`config.mk`:
```
export PLATFORM = sky130hd
export DESIGN_NAME = median_seq_ctrl
export DESIGN_NICKNAME = d
export VERILOG_FILES = /design/src/rtl/median_seq_ctrl.sv
export SDC_FILE = /design/constraint.sdc
export NUM_CORES = 1
export LEC_CHECK = 0
export ABC_AREA = 0
export CAP_MARGIN = 40
export CELL_PAD_IN_SITES_DETAIL_PLACEMENT = 0
export CELL_PAD_IN_SITES_GLOBAL_PLACEMENT = 1
export CORE_MARGIN = 4
export CORE_UTILIZATION = 38
export CTS_BUF_LIST = sky130_fd_sc_hd__clkbuf_8 sky130_fd_sc_hd__clkbuf_16
export CTS_CLUSTER_DIAMETER = 100
export CTS_CLUSTER_SIZE = 8
export DETAILED_ROUTE_END_ITERATION = 8
export PLACE_DENSITY = 0.82
export SLEW_MARGIN = 20
export SYNTH_ARGS = -nofsm -noshare
export SYNTH_HDL_FRONTEND = slang
export SYNTH_SLANG_ARGS = --single-unit
```
`constraint.sdc`:
```
create_clock -name CLK -period 3.7 [get_ports CLK]
set_clock_uncertainty 0.1 [all_clocks]
set_input_delay 0.74 -clock CLK [delete_from_list [all_inputs] [get_ports CLK]]
set_output_delay 0.74 -clock CLK [all_outputs]
set_load 0.03 [all_outputs]
```
`src/rtl/median_seq_ctrl.sv`:
```
// median_seq_ctrl: sequences a shift/compare-swap median datapath.
// A window of N_PIXELS pixels is shifted in (bypass mode). The datapath then
// runs (N_PIXELS+1)/2 compare/swap passes; each pass is one cycle shorter than
// the previous one and ends with a single bypass cycle. After the last pass,
// MED_DO holds the median. It is captured into DO and presented with DSO until
// downstream takes it.
// N_PIXELS must be odd and at least 3.
module median_seq_ctrl #(
   parameter int WIDTH    = 8,
   parameter int N_PIXELS = 9
) (
   input  logic             CLK,
   input  logic             nRST,
   input  logic             IN_VALID,
   output logic             IN_READY,
   input  logic [WIDTH-1:0] DI,
   output logic [WIDTH-1:0] MED_DI,
   output logic             MED_EN,
   output logic             MED_BYP,
   output logic             MED_DSI,
   input  logic [WIDTH-1:0] MED_DO,
   output logic [WIDTH-1:0] DO,
   output logic             DSO,
   input  logic             OUT_READY
);

   localparam int CW     = $clog2(N_PIXELS + 1);
   localparam int PASSES = (N_PIXELS + 1) / 2;

   localparam logic [CW-1:0] LAST_PIX  = CW'(N_PIXELS - 1);
   localparam logic [CW-1:0] LAST_PASS = CW'(PASSES - 1);
   localparam logic [CW-1:0] N_CW      = CW'(N_PIXELS);

   typedef enum logic [1:0] {
      IDLE = 2'd0,
      LOAD = 2'd1,
      SORT = 2'd2,
      DONE = 2'd3
   } state_t;

   state_t           state_q;
   logic [CW-1:0]    pix_q;       // pixels accepted so far in this window
   logic [CW-1:0]    pass_q;      // current sort pass
   logic [CW-1:0]    cyc_q;       // cycle within the current pass
   logic             in_ready_q;
   logic             byp_q;       // current SORT cycle is the last cycle of its pass
   logic             dso_q;
   logic [WIDTH-1:0] do_q;

   logic             accept_s;
   logic             in_sort_s;
   logic             pre_last_s;
   logic [CW-1:0]    pix_d;
   logic [CW-1:0]    pass_d;
   logic [CW-1:0]    cyc_d;

   // Handshake decode and counter increments shared by the state register.
   always_comb begin
      accept_s  = in_ready_q & IN_VALID;
      in_sort_s = (state_q == SORT);
      pix_d     = pix_q + CW'(1);
      pass_d    = pass_q + CW'(1);
      cyc_d     = cyc_q + CW'(1);
      // The next cycle is the final (bypass) cycle of pass p when c == N-p-2.
      pre_last_s = ((cyc_q + pass_q + CW'(2)) == N_CW);
   end

   // The pixel accepted in IDLE is pixel 1 and shifts into the datapath like
   // every other load pixel, so the strobes follow the accept handshake.
   assign MED_DI   = DI;
   assign IN_READY = in_ready_q;
   assign MED_EN   = accept_s | in_sort_s;
   assign MED_BYP  = accept_s | (in_sort_s & byp_q);
   assign MED_DSI  = accept_s;
   assign DO       = do_q;
   assign DSO      = dso_q;

   // Sequencer FSM with its counters and registered outputs; reset wins over all.
   always_ff @(posedge CLK) begin
      if (!nRST) begin
         state_q    <= IDLE;
         pix_q      <= '0;
         pass_q     <= '0;
         cyc_q      <= '0;
         in_ready_q <= 1'b1;
         byp_q      <= 1'b0;
         dso_q      <= 1'b0;
         do_q       <= '0;
      end else begin
         case (state_q)
            IDLE: begin
               if (IN_VALID) begin
                  pix_q   <= CW'(1);
                  state_q <= LOAD;
               end else begin
                  pix_q   <= '0;
               end
            end
            LOAD: begin
               if (IN_VALID) begin
                  if (pix_q == LAST_PIX) begin
                     // Last pixel of the window: start pass 0 next cycle.
                     state_q    <= SORT;
                     in_ready_q <= 1'b0;
                     pix_q      <= '0;
                     pass_q     <= '0;
                     cyc_q      <= '0;
                     byp_q      <= 1'b0;
                  end else begin
                     pix_q      <= pix_d;
                  end
               end
            end
            SORT: begin
               if (byp_q) begin
                  if (pass_q == LAST_PASS) begin
                     // MED_DO now holds the median of the window.
                     state_q <= DONE;
                     do_q    <= MED_DO;
                     dso_q   <= 1'b1;
                     byp_q   <= 1'b0;
                  end else begin
                     // Every pass is at least two cycles long, so c=0 never bypasses.
                     pass_q  <= pass_d;
                     cyc_q   <= '0;
                     byp_q   <= 1'b0;
                  end
               end else begin
                  cyc_q <= cyc_d;
                  byp_q <= pre_last_s;
               end
            end
            DONE: begin
               if (OUT_READY) begin
                  state_q    <= IDLE;
                  dso_q      <= 1'b0;
                  in_ready_q <= 1'b1;
                  pass_q     <= '0;
                  cyc_q      <= '0;
               end
            end
            default: begin
               state_q    <= IDLE;
               pix_q      <= '0;
               pass_q     <= '0;
               cyc_q      <= '0;
               in_ready_q <= 1'b1;
               byp_q      <= 1'b0;
               dso_q      <= 1'b0;
            end
         endcase
      end
   end

endmodule

```
==> results_dict.tcl <==
set metrics [dict create \
    ys_seq_area_frac 0.3271 \
    critPathKind "primary input to output pin" \
    dpl.hpwl_um 2355 \
    cts-root-buf "clkbuf_8" \
    fin_cells 233 \
    grt-ovfl-total 0 \
    synth_top_area_frac 0.3271 \
    grt_max_degree 19 \
    ys_dominant_reg_cell "dfxtp_1" \
    crit_end "MED_EN" \
    reg2reg_depth 8 \
    n_antenna_cell 0 \
    fin_tns_setup_ps 0 \
    fp.dieArea_sq_um 5106 \
    postSynthCellCount 171 \
    status "completed" \
    clk_pin_slew_worst_paths_ps 80 \
    design_area_sq_um 1802 \
    gp_congestion 0.8391 \
    grt_pass1_vias 1224 \
    wirelength_um 3150 \
    timing.rr.start "pass_q[1]$_SDFFE_PN0P_" \
    critical_path.endpoint_type "output pin" \
    clkSinkCount 25 \
    timing.fmax_ghz 0.3185 \
    synth.most_common_cell "dfxtp_1" \
    design.core.area_sq_um 3771 \
    synth_top_area_cell "dfxtp_1" \
    cts_resized 0 \
    leakage_uw 0.0007484 \
    drc 0 \
    min_period_ps 3140 \
    ys_top_cells_by_area "dfxtp_1 33%, ha_1 11%, mux2i_1 6.5%" \
    area_delta_synth_final_pct 17.74 \
    ant_nets 0 \
    grt_setup_unrepaired "false" \
    die_x_um 71.46 \
    ir_worst_vdd_uv 197.6 \
    fillers 354 \
    htreeDepth 1 \
    tightestPinTransition_ps 519.3 \
    clock_path_buffers 2 \
    hold_viol 0 \
    hold_path_class "register to register" \
    dpl-instance-area_sq_um 1745 \
    synth-edff-count 0 \
    pin_count 41 \
    period_share 0.8486 \
    drive_above_1_share 0.05946 \
    arrival_ps 2300 \
    cts_buffers 3 \
    io_buffers 24 \
    critPathLaunch "IN_VALID" \
    async_flop_share 0 \
    syn_avg_cell_area_sq_um 8.949 \
    avgViaCountPerCell 5.266 \
    r2r_end "byp_q$_SDFFE_PN0P_" \
    first_pass_iters 4 \
    clk_latency_ps 270 \
    postCtsSetupRepairBufs 0 \
    reg2reg_slack_ps 1500 \
    tritoncts "built" \
    final_max_slew_viol_count 0 \
    syn_nets 205 \
    max_slew_margin 0.6527 \
    start_util 0.4058 \
    track_usage 0.1279 \
    wl_per_cell_um 13.52 \
    antenna_found_initial 0 \
    synth_cell_types 42 \
    cp_max_fo 7 \
    dr.first_iter.drc_count 45 \
    power_density_nw_per_um2 422.3 \
    die_y_um 71.46 \
    synth.ff_latch_count 25 \
    maxCapViolCount 0 \
    placementRows 22 \
    crit_required_ps 2860 \
    start_kind "primary input" \
    dp_cells 228 \
    ctsHoldBuffers 0 \
    yosys-top-cells-count "25 x dfxtp_1, 20 x nand2_1, 13 x ha_1, 13 x inv_1" \
    holdPathStages 2 \
    num_vias 1227 \
    layout.nets 220 \
    yosysWarnings 0 \
    synth_area_sq_um 1530 \
    setup_violations 0 \
    grt_pass1_wl_um 5340 \
]
## power by group
group	internal [uW]	total (uW)	switching (uW)	leakage, uW
sequential	283	298	14.6	0.000202
combinational	122	303	182	0.000520
clock	74.3	159	85.2	0.0000269
## layout by cell type (no fill, tap or decap), types with 2 or more instances in the layout
master and n:
a21oi_1 4, a31oi_1 3, a32o_1 2, and2_1 2, clkbuf_8 3, clkdlybuf4s50_1 24, dfxtp_1 25, ha_1 13
inv_1 14, mux2i_1 10, nand2_1 20, nand2b_1 2, nand3_1 3, nand4_1 4, nand4b_1 2, nor2_1 6
nor2b_1 10, nor3b_1 2, o2111ai_1 2, o21a_1 2, o21ai_0 6, o32ai_1 2, xnor2_1 2, xor2_1 3
## state kept, by name (all words and copies together), names as in the netlist
register,flops
IN_READY,1
DSO,1
byp_q,1
DO,8
cyc_q,4
pass_q,4
pix_q,4
state_q,2
## kinds of logic after synthesis
group | Yosys count | share of synthesized area
flops | 25 | 0.3271
simple gates | 59 | 0.2175
compound gates | 28 | 0.1423
buf+inv | 29 | 0.09240
xor+xnor | 5 | 0.02862
mux | 11 | 0.07277
fa+ha+maj | 14 | 0.1194
## cell type report
| class | instances | area [sq um] | area share |
|---|---|---|---|
| inverter | 13 | 48.80 | 0.02708 |
| sequential | 25 | 500.5 | 0.2778 |
| timing repair buffer | 26 | 259.0 | 0.1437 |
| clock inverter | 1 | 3.754 | 0.002083 |
| tap | 48 | 60.06 | 0.03333 |
| multi-input combinational | 117 | 888.4 | 0.4931 |
| clock buffer | 3 | 41.29 | 0.02292 |
## worst min-delay path by stage
stage | start | to | slack (ps)
global route | state_q[1]$_SDFFE_PN0P_ | state_q[1]$_SDFFE_PN0P_ | 450
detailed placement | cyc_q[1]$_SDFFE_PN0P_ | cyc_q[1]$_SDFFE_PN0P_ | 400
global placement | cyc_q[1]$_SDFFE_PN0P_ | cyc_q[1]$_SDFFE_PN0P_ | 380
finish | state_q[1]$_SDFFE_PN0P_ | state_q[1]$_SDFFE_PN0P_ | 410
CTS | cyc_q[1]$_SDFFE_PN0P_ | cyc_q[1]$_SDFFE_PN0P_ | 410
floorplan | cyc_q[1]$_SDFFE_PN0P_ | cyc_q[1]$_SDFFE_PN0P_ | 370
## routing by layer
| layer | global-route usage | up-vias | wire length, um |
|---|---|---|---|
| met3 | 0.03927 | 12 | 205 |
| met1 | 0.1587 | 560 | 1475 |
| met5 | 0 | - | 0 |
| met2 | 0.2010 | 42 | 1398 |
| met4 | 0.06054 | 0 | 70 |
| li1 | - | 613 | - |
## worst max-delay path, cell delays in order
cell and delay [ps]:
clkdlybuf4s50_1 630, nand2_1 160, nand2b_1 100, clkdlybuf4s50_1 670
## stage by stage
step           hold slack (ps)  setup WS [ps]  utilization  power [uW]
2_1_floorplan            367.8           1740            -       550.5
3_3_place_gp             384.9          610.5       0.4628       598.3
3_5_place_dp             402.7          572.0       0.4628       603.0
4_1_cts                  414.6          569.3       0.4748       766.5
5_1_grt                  445.1          477.5       0.4778       819.3
6_report                 408.3          560.4       0.4778       760.9
No activity file was read; power rests on OpenSTA's default activity.
